--- config.mk ---
export PLATFORM = sky130hd
export DESIGN_NAME = pipelined_adder
export DESIGN_NICKNAME = d
export VERILOG_FILES = /design/src/rtl/pipelined_adder.sv
export SDC_FILE = /design/constraint.sdc
export NUM_CORES = 1
export LEC_CHECK = 0
export ABC_CLOCK_PERIOD_IN_PS = 4600
export CORE_ASPECT_RATIO = 0.6
export CORE_MARGIN = 2
export CORE_UTILIZATION = 50
export CTS_BUF_LIST = sky130_fd_sc_hd__clkbuf_4 sky130_fd_sc_hd__clkbuf_8 sky130_fd_sc_hd__clkbuf_16
export CTS_CLUSTER_SIZE = 16
export DETAILED_ROUTE_END_ITERATION = 10
export GPL_TIMING_DRIVEN = 1
export PLACE_DENSITY = 0.76
export SYNTH_ARGS = -nofsm -noshare
export SYNTH_HDL_FRONTEND = slang
export SYNTH_SLANG_ARGS = --single-unit
--- constraint.sdc ---
create_clock -name clk -period 4.6 [get_ports clk]
set_input_delay 1.38 -clock clk [delete_from_list [all_inputs] [get_ports clk]]
set_output_delay 1.38 -clock clk [all_outputs]
set_load 0.1 [all_outputs]
--- src/rtl/pipelined_adder.sv ---
// pipelined_adder: WIDTH-bit add/subtract split into STAGES carry-registered
// segments, with valid/ready flow control and a single global stall.
//   clk, rst        : clock, synchronous active-high reset
//   in_valid/in_ready, a, b, cin, sub : operand side (sub=1 gives a-b-cin)
//   out_valid/out_ready, sum, cout, ovf : result side
// Build option: define PIPELINED_ADDER_OVF_EN to build two's-complement
// overflow detection; without it ovf is tied to 0.
module pipelined_adder #(
   parameter int unsigned WIDTH  = 16,
   parameter int unsigned STAGES = 4
) (
   input  logic             clk,
   input  logic             rst,
   input  logic             in_valid,
   output logic             in_ready,
   input  logic [WIDTH-1:0] a,
   input  logic [WIDTH-1:0] b,
   input  logic             cin,
   input  logic             sub,
   output logic             out_valid,
   input  logic             out_ready,
   output logic [WIDTH-1:0] sum,
   output logic             cout,
   output logic             ovf
);

   localparam int unsigned SEG = (STAGES == 0) ? WIDTH : WIDTH / STAGES;
   localparam int unsigned REM = (STAGES == 0) ? 1 : WIDTH % STAGES;

   // Stop elaboration on an illegal configuration
   if ((WIDTH < 2) || (WIDTH > 64) || (STAGES == 0) || (REM != 0)) begin : g_bad_cfg
      $error("pipelined_adder: illegal WIDTH/STAGES combination");
   end

   logic [WIDTH-1:0] b_eff;
   logic             cin_eff;
   logic             adv;

   // Subtract is a + ~b + ~cin; the whole pipeline moves or holds together
   always_comb begin
      b_eff   = sub ? ~b : b;
      cin_eff = cin ^ sub;
      adv     = !out_valid || out_ready;
   end

   assign in_ready = rst || adv;

   for (genvar g = 0; g < STAGES; g++) begin : g_stg
      localparam int unsigned SW = (g + 1) * SEG;   // sum bits resolved so far
      localparam int unsigned PW = WIDTH - g * SEG; // operand bits entering this stage

      logic [SEG-1:0] a_seg;
      logic [SEG-1:0] b_seg;
      logic           cin_seg;
      logic [SEG:0]   seg_res;
      logic           valid_d, valid_q;
      logic           carry_d, carry_q;
      logic [SW-1:0]  sum_d, sum_q;

      // Segment operands come from the inputs or from the previous stage's skew registers
      if (g == 0) begin : g_in
         always_comb begin
            a_seg   = a[SEG-1:0];
            b_seg   = b_eff[SEG-1:0];
            cin_seg = cin_eff;
            valid_d = in_valid;
            sum_d   = seg_res[SEG-1:0];
         end
      end else begin : g_in
         always_comb begin
            a_seg   = g_stg[g-1].g_op.opa_q[SEG-1:0];
            b_seg   = g_stg[g-1].g_op.opb_q[SEG-1:0];
            cin_seg = g_stg[g-1].carry_q;
            valid_d = g_stg[g-1].valid_q;
            sum_d   = {seg_res[SEG-1:0], g_stg[g-1].sum_q};
         end
      end

      // One segment of the ripple, carry registered into the next stage
      always_comb begin
         seg_res = {1'b0, a_seg} + {1'b0, b_seg} + (SEG + 1)'(cin_seg);
         carry_d = seg_res[SEG];
      end

      always_ff @(posedge clk) begin
         if (rst) begin
            valid_q <= 1'b0;
            carry_q <= 1'b0;
            sum_q   <= '0;
         end else if (adv) begin
            valid_q <= valid_d;
            carry_q <= carry_d;
            sum_q   <= sum_d;
         end
      end

      // Upper operand slices delayed until their segment is reached
      if (g < STAGES - 1) begin : g_op
         localparam int unsigned OW = WIDTH - SW;
         logic [OW-1:0] opa_d, opa_q;
         logic [OW-1:0] opb_d, opb_q;

         if (g == 0) begin : g_src
            always_comb begin
               opa_d = a[WIDTH-1:SEG];
               opb_d = b_eff[WIDTH-1:SEG];
            end
         end else begin : g_src
            always_comb begin
               opa_d = g_stg[g-1].g_op.opa_q[PW-1:SEG];
               opb_d = g_stg[g-1].g_op.opb_q[PW-1:SEG];
            end
         end

         always_ff @(posedge clk) begin
            if (rst) begin
               opa_q <= '0;
               opb_q <= '0;
            end else if (adv) begin
               opa_q <= opa_d;
               opb_q <= opb_d;
            end
         end
      end
   end

   assign out_valid = g_stg[STAGES-1].valid_q;
   assign sum       = g_stg[STAGES-1].sum_q;
   assign cout      = g_stg[STAGES-1].carry_q;

`ifdef PIPELINED_ADDER_OVF_EN
   logic ovf_d, ovf_q;

   // MSB operands are only present in the last segment, so overflow is judged there
   always_comb begin
      ovf_d = (g_stg[STAGES-1].a_seg[SEG-1] == g_stg[STAGES-1].b_seg[SEG-1]) &&
              (g_stg[STAGES-1].seg_res[SEG-1] != g_stg[STAGES-1].a_seg[SEG-1]);
   end

   always_ff @(posedge clk) begin
      if (rst) begin
         ovf_q <= 1'b0;
      end else if (adv) begin
         ovf_q <= ovf_d;
      end
   end

   assign ovf = ovf_q;
`else
   assign ovf = 1'b0;
`endif

endmodule

==> summary by stage, run 1 <==
Clock network
The number of sinks driven by the clock tree is 96. The maximum clock insertion buffer count is 2. CTS placed an instance of clkbuf_16 at the clock tree root. Post-CTS repair changed the size of 0 cells. The number of buffers added for setup after CTS is 0.

The clock-pin slew of the registers on the worst-case setup and hold paths is 60 ps. The number of clock buffers added by TritonCTS is 9. TritonCTS built the clock tree. The clock insertion delay at the later pin of the skew report is 340 ps.

The H-tree level count is 3. Buffers inserted to repair hold after CTS numbered 0.

Die
The die covers 9070 sq um. The floorplan step set the die width to 122 um. The number of placement rows is 25. The die is 74.6 um tall.

The initial core utilization is 0.520. The core region is 7980 sq um. The boundary pin count is 58.

Synth
The number of warnings printed during yosys synthesis is 0. Yosys mapped the design onto 27 distinct sky130hd cell types. Counting flops and latches in the post-synthesis netlist gives 96.

Synthesis produced a netlist with a net count of 534. The combinational family with the most area after synthesis is simple AND/OR/NAND/NOR gates. Of the synthesized area, sequential elements account for 0.463.

For this run, the leading register cell type out of synthesis is dfxtp_1. The netlist area before placement is 4150 sq um. The simple-gate share of the synthesized area is 0.179. The complex-gate fraction of the synthesized area was 0.177. Of the total synthesized cell area, the portion taken by XOR and XNOR cells is 0.0443.

The area share of fa/ha/maj cells after synthesis is 0.0748. In the synthesized netlist, the number of instances is 476. The async set-reset flop share out of synthesis is 0.

The fraction of synthesized area in multiplexers is 0. The number of enable flip-flop cells after synthesis is 0. The average instance in the mapped netlist occupies 8.72 sq um.

Layout
In the layout the commonest cells are nand2_1 (141), dfxtp_1 (96), a21oi_1 (74). The post-route cell area is 4970 sq um. After the last flow step, the layout net total stands at 569. The fraction of layout cells with a size suffix above 1 is 0.0738. Fill cells in the final layout number 705.

The number of antenna diodes in the final layout is 0. The most common cell after layout, fill and taps aside is nand2_1. The growth of design area from synthesis to finish is 19.9%.

STA
For the final database, setup skew stands at 5.25 ps. The setup TNS after final layout is 0 ps. The period utilization is 0.825.

The number of max-slew violations in the final report is 0. The number of hold-slack violations in the final timing report came to 0. Setup violations remaining at the end of the flow were counted as 0. Counting I/O delays and the setup requirement, the final critical path takes 3800 ps. The worst path meets setup with 804 ps of slack.

For the pin with the worst max-slew slack, the measured transition is 1080 ps. The remaining max-slew budget at the tightest pin is 0.279. The maximum achievable frequency is 263 MHz. Setup repair after global routing left no endpoint under its margin.

Worst hold path
Along the worst hold path, the cell count comes to 2. The worst-case hold path end point is sum[6]. The path category of the worst min-delay check is flip-flop to flip-flop. The startpoint identified for the worst hold timing path is sum[6].

Pwr
The power density relative to cell area is 394 nW/um^2. Across the VDD grid, the largest voltage drop is 226 uV. The leakage component of the power is 1.94 nW.

Global route
Entering global routing, the biggest net connects 105 pins. The global-route wire length before repair is 13800 um. The number of global-route vias before repair is 3011. The overall global routing resource usage is 0.197. The total overflow reported by the global router is 0.

The number of antenna violations at the first check in global routing is 0.

Drt
Summed over all layers, the routed wires come to 8310 um. The initial detailed-routing violation count is 206. For this run, the detailed router's first-pass iteration total came to 4. The count of antenna-violating nets left after detailed routing is 0. Across all layers, the routed design uses 3225 vias. After detailed routing, the average wire length per cell comes to 13.3 um. In the routed design, unresolved DRC markers number 0. The ratio of routed vias to standard cells is 5.18.

Setup path
STA classifies the critical path endpoint as an output port. The worst reg-to-reg path cell count is 5. The critical path data arrival time is 2420 ps.

The element type at the critical path start is an input pin. In this run the critical register-to-register path is launched from g_stg[2].carry_q. The worst path required time is 3220 ps. Across all register-to-register paths, the minimum setup slack is 2740 ps. The worst setup path is of the input pin to output port kind. The reg-to-reg critical path endpoint is cout.

Of all nets on the critical path, the largest fanout is 2.

Flow run
The number of maximum-capacitance constraint violations is 0.

Outcome
The run finished with clean final reports.

Place
In this run the cell area measured after placement is 4670 sq um. Routability-driven placement finished with a final weighted congestion of 0.762. The number of buffers added on ports is 56. Timing analysis after detailed placement gives a worst setup slack of 805 ps. Summed over all nets, the half-perimeter wirelength after detailed placement is 5390 um.
through the flow:
stage | util | hold slack [ps] | cells | power (mW)
final | 0.624 | 452 | 623 | 1.96
after global routing | 0.624 | 469 | 623 | 2.03
after CTS | 0.624 | 452 | 623 | 1.98
after detailed placement | 0.585 | 445 | 608 | 1.19
after global placement | 0.585 | 440 | 608 | 1.18
after floorplan | - | 432 | 476 | 1.11
cell type report:
class,count,area [sq um],area share
Tap cell,108,135,0.0272
Multi-Input combinational cell,336,1980,0.398
Clock buffer,9,225,0.0453
Timing Repair Buffer,60,598,0.120
Sequential cell,96,1920,0.386
Clock inverter,6,83.8,0.0169
Inverter,8,30.0,0.00604
worst max-delay path by stage:
stage          startpoint       end  slack [ps]  depth (start not counted)
3_3_place_gp    out_ready  in_ready         810                          4
5_1_grt         out_ready  in_ready         790                          4
6_report        out_ready  in_ready         800                          4
4_1_cts         out_ready  in_ready         790                          4
2_1_floorplan         rst  in_ready         750                          3
3_5_place_dp    out_ready  in_ready         800                          4
layer usage:
| layer | part of all wire | GRT usage |
|---|---|---|
| met1 | 0.48 | 0.248 |
| met2 | 0.47 | 0.332 |
| met3 | 0.043 | 0.0621 |
| met4 | 0.0076 | 0.0536 |
| met5 | 0 | 0 |
power breakdown:
part	internal [mW]	switching (mW)	total [mW]
combinational	0.110	0.150	0.260
sequential	0.887	0.0297	0.917
clock	0.472	0.310	0.782
total	1.47	0.490	1.96
critical path: stages:
cell             delay (ps)
clkdlybuf4s50_1         480
and2b_4                 200
nand2b_1                160
buf_12                  200
state kept, by name, summed over array words and instances, names as in the netlist:
name / count
g_stg.valid_q: 3
g_stg.g_op.opb_q: 24
cout: 1
sum: 16
g_stg.sum_q: 24
out_valid: 1
g_stg.carry_q: 3
g_stg.g_op.opa_q: 24
cells by family after synthesis:
| kind of cell | count (synthesis) |
|---|---|
| and+or+nand+nor | 183 |
| AOI/OAI and AO/OA | 111 |
| buffers and inverters | 44 |
| other | 1 |
| DFF | 96 |
| adders and majority gates | 20 |
| xor gates and xnor gates | 21 |
cell usage after synthesis (all sizes together), types with 6 or more instances:
cell type	count	share of area
a211oi	22	0.054
a21oi	74	0.089
buf	31	0.050
dfxtp	96	0.46
fa	8	0.039
ha	12	0.036
inv	8	0.0072
nand2	141	0.13
nand3b	6	0.011
nor2	24	0.022
xnor2	14	0.030
xor2	7	0.015
Note: power is estimated with default switching activity, not from simulation.
==> run 2, diff against run 1 <==
==> config.mk (replaced) <==
export PLATFORM = sky130hd
export DESIGN_NAME = pipelined_adder
export DESIGN_NICKNAME = d
export VERILOG_FILES = /design/src/rtl/pipelined_adder.sv
export SDC_FILE = /design/constraint.sdc
export NUM_CORES = 1
export LEC_CHECK = 0
export ABC_CLOCK_PERIOD_IN_PS = 3110
export CORE_ASPECT_RATIO = 0.6
export CORE_MARGIN = 2
export CORE_UTILIZATION = 49
export CTS_BUF_LIST = sky130_fd_sc_hd__clkbuf_4 sky130_fd_sc_hd__clkbuf_8 sky130_fd_sc_hd__clkbuf_16
export CTS_CLUSTER_SIZE = 16
export DETAILED_ROUTE_END_ITERATION = 10
export GPL_TIMING_DRIVEN = 1
export PLACE_DENSITY = 0.78
export SYNTH_ARGS = -nofsm -noshare
export SYNTH_HDL_FRONTEND = slang
export SYNTH_SLANG_ARGS = --single-unit
==> constraint.sdc (replaced) <==
create_clock -name clk -period 3.11 [get_ports clk]
set_input_delay 0.933 -clock clk [delete_from_list [all_inputs] [get_ports clk]]
set_output_delay 0.933 -clock clk [all_outputs]
set_load 0.1 [all_outputs]
==> run 2 against run 1 <==
Compared with the run above:
- the run now ends with design-rule violations left
- first-iteration DRC count fell by 6.3%
- via count down 1.2%
- design area is 0.35% lower
- critical path depth rose by 3
- non-clock buffer count up 2
- clock power up 37%
- worst hold slack got worse by 1.8 ps
- clock skew decreased by 1.5 ps
- count of clock-buffer cells in the layout is 3 higher
- critical path type is now input pin to flip-flop
==> summary by stage, run 2 (synthesis gave the netlist of run 1 again) <==
Drt
The detailed-route DRC error count is 1 (was 0). The detailed-router iteration count before antenna repair is 9 (was 4). The final wirelength was 8230 um (was 8310 um). The ratio of routed vias to standard cells is 5.11 (was 5.18). The number of vias after detailed routing is 3186 (was 3225).

The wire length per cell after detailed routing is 13.2 um (was 13.3 um). The count of antenna-violating nets left after detailed routing is 0 (unchanged). The initial detailed-routing violation count came to 193 (was 206).

Clock network
The number of buffers created by CTS came to 9 (unchanged). The clock tree from TritonCTS was built (unchanged). The maximum clock insertion buffer count is 2 (unchanged). The clock insertion delay at the later pin of the skew report is 340 ps (about the same). The clock-pin slew of the registers on the worst-case setup and hold paths was 60 ps (about the same). The number of buffers inserted for hold repair after clock tree synthesis is 0 (unchanged).

The count of cells resized by post-cts repair was 0 (unchanged). The number of sinks driven by the clock tree came to 96 (unchanged). The H-tree level count is 3 (unchanged). The library cell used as clock root buffer is clkbuf_16 (unchanged).

The number of buffers added for setup after CTS is 0 (unchanged).

STA
The remaining max-slew budget at the tightest pin is 0.411 (was 0.279). The number of hold-slack violations in the final timing report came to 0 (unchanged). Dividing the final minimum period by the clock period gives 0.955. RSZ-0062 raised after global routing: false (unchanged). The setup skew after layout came to 3.72 ps (was 5.25 ps). Subtracting the final worst setup slack from the clock period gives 2970 ps. The count of endpoints failing setup in the final report is 0 (unchanged). For this run, the top clock speed supported by timing is 337 MHz. The final worst slack is 140 ps (was 804 ps). The number of max-slew violations in the final report is 0 (unchanged). The setup TNS after final layout is 0 ps (unchanged). The actual slew at the worst max-slew pin was 884 ps (was 1080 ps).

Setup path
The critical path class is input pin to flip-flop (was input pin to output port). The setup slack of the worst register-to-register path was 1250 ps (was 2740 ps). The largest fanout of any net on the critical path was 3 (was 2). The slowest library cell on the worst path is clkdlybuf4s50_1 (unchanged). The worst path required time is 3290 ps (was 3220 ps). The element type at the critical path start is an input pin (unchanged).

The critical path data arrival time is 3150 ps (was 2420 ps). The worst reg-to-reg path cell count is 5 (unchanged). The reg-to-reg critical path endpoint was cout (unchanged).

The kind of end point of the critical path is a flip-flop (was output port). Ordered list of cells on the worst path: clkdlybuf4s50_1 > xor2_1 > fa_1 > fa_1 > a21o_1 > a211oi_1 > a211oi_1 (was clkdlybuf4s50_1 > and2b_4 > nand2b_1 > buf_12). The peak per-stage delay on the critical path is 550 ps (was 480 ps). The startpoint of the lowest-slack register-to-register path is g_stg[2].carry_q (unchanged).

Flow run
The number of maximum-capacitance constraint violations came to 0 (unchanged).

Global route
The global-route wire length before repair came to 13900 um (was 13800 um). The pin count of the biggest net entering global routing was 105 (unchanged). The number of antenna violations at the first check in global routing came to 0 (unchanged).

The overall global routing resource usage came to 0.194 (was 0.197). The number of global-route vias before repair is 3075 (was 3011). The total overflow reported by the global router is 0 (unchanged).

Place
The number of buffers added on ports was 56 (unchanged). The pre-CTS worst setup slack is -181 ps (was 805 ps). The global placer's final weighted congestion is 0.758 (was 0.762).

The HPWL after detailed placement is 5430 um (was 5390 um).

Worst hold path
The path category of the worst min-delay check is flip-flop to flip-flop (unchanged). The worst-case hold path end point is g_stg[1].sum_q[0] (was sum[6]). The source of the worst hold timing path was g_stg[1].sum_q[0] (was sum[6]). The instance count along the most critical hold path was 2 (unchanged).

Pwr
The power density relative to cell area came to 568 nW/um^2 (was 394 nW/um^2). The peak supply drop is 281 uV (was 226 uV). The power after layout is 2.81 mW (was 1.96 mW). The leakage component of the power is 1.99 nW (was 1.94 nW).

Layout
The growth of design area from synthesis to finish was 19.4% (was 19.9%). The area occupied by registers was 1920 sq um (unchanged). The number of nets in the finished design is 571 (was 569). The most common cell after layout, fill and taps aside is nand2_1 (unchanged).

The antenna diode instance count came to 0 (unchanged). Top flop regs: g_stg.g_op.opa_q x24, g_stg.g_op.opb_q x24, g_stg.sum_q x24 (unchanged). The fraction of layout cells with a size suffix above 1 is 0.109 (was 0.0738). The number of inserted filler cells in the final layout is 726 (was 705). Most frequent cells in the layout: nand2_1 (141), dfxtp_1 (96), a21oi_1 (74) (unchanged). The multi-input gate area in the final layout was 1980 sq um (unchanged).

Die
The number of placement rows is 25 (unchanged). The initial core utilization was 0.516 (was 0.520). The total die area is 9250 sq um (was 9070 sq um).

The boundary pin count is 58 (unchanged). The placeable core area is 8040 sq um (was 7980 sq um). The die boundary height is 75.3 um (was 74.6 um). The horizontal die dimension is 123 um (was 122 um).

Outcome
The checks that failed: design-rule violations. Outcome: finished, violations left (was finished clean).
==> run 2: changes by cell type in the layout (fill, tap and decap cells not counted), sizes merged <==
| cell | previous run | this run |
|---|---|---|
| bufinv | 2 | 1 |
| clkdlybuf4s50 | 54 | 36 |
| clkinv | 3 | 0 |
| clkbuf | 9 | 12 |
| buf | 6 | 26 |
| inv | 9 | 8 |
==> run 2: cell type report <==
cell class	instances	area share
tap	108	0.0273
timing repair buffer	62	0.122
clock buffer	12	0.0512
inverter	8	0.00606
clock inverter	1	0.00606
sequential	96	0.388
multi-input combinational	336	0.400
==> run 2: worst max path at each step <==
stage,start,to,cells after the start
after global routing,sub,g_stg[0].sum_q[3],7
final,sub,g_stg[0].carry_q,7
after detailed placement,sub,g_stg[0].carry_q,7
after floorplan,rst,in_ready,3
after global placement,sub,g_stg[0].carry_q,7
after CTS,sub,g_stg[0].carry_q,7
==> run 2: report_power, final <==
group	total, mW	switching (mW)	leakage (nW)	internal [mW]
clock	1.07	0.422	0.141	0.649
sequential	1.36	0.0443	0.789	1.31
combinational	0.385	0.222	1.05	0.163
total	2.81	0.688	1.99	2.13
==> run 2: layer usage <==
metal  vias up  global-route usage  wire length, um
li1       1639                   -                -
met1      1491               0.242             3880
met2        50               0.334             3880
met3         6              0.0606              405
met4         0              0.0473               70
met5         -                   0                0
==> run 2: metrics by stage <==
stage	util	hold slack (ps)	cells	area, sq um
6_report	0.617	450	623	4960
5_1_grt	0.617	474	623	4960
4_1_cts	0.617	454	623	4960
3_5_place_dp	0.581	445	610	4670
3_3_place_gp	0.581	440	610	4670
2_1_floorplan	-	432	476	4150
==> run 2: worst max-delay path, delay by kind of cell <==
| family | cells | cell delay (ps) |
|---|---|---|
| fa+ha+maj | 2 | 900 |
| compound gates | 3 | 530 |
| buf+inv | 1 | 550 |
| xor+xnor | 1 | 240 |
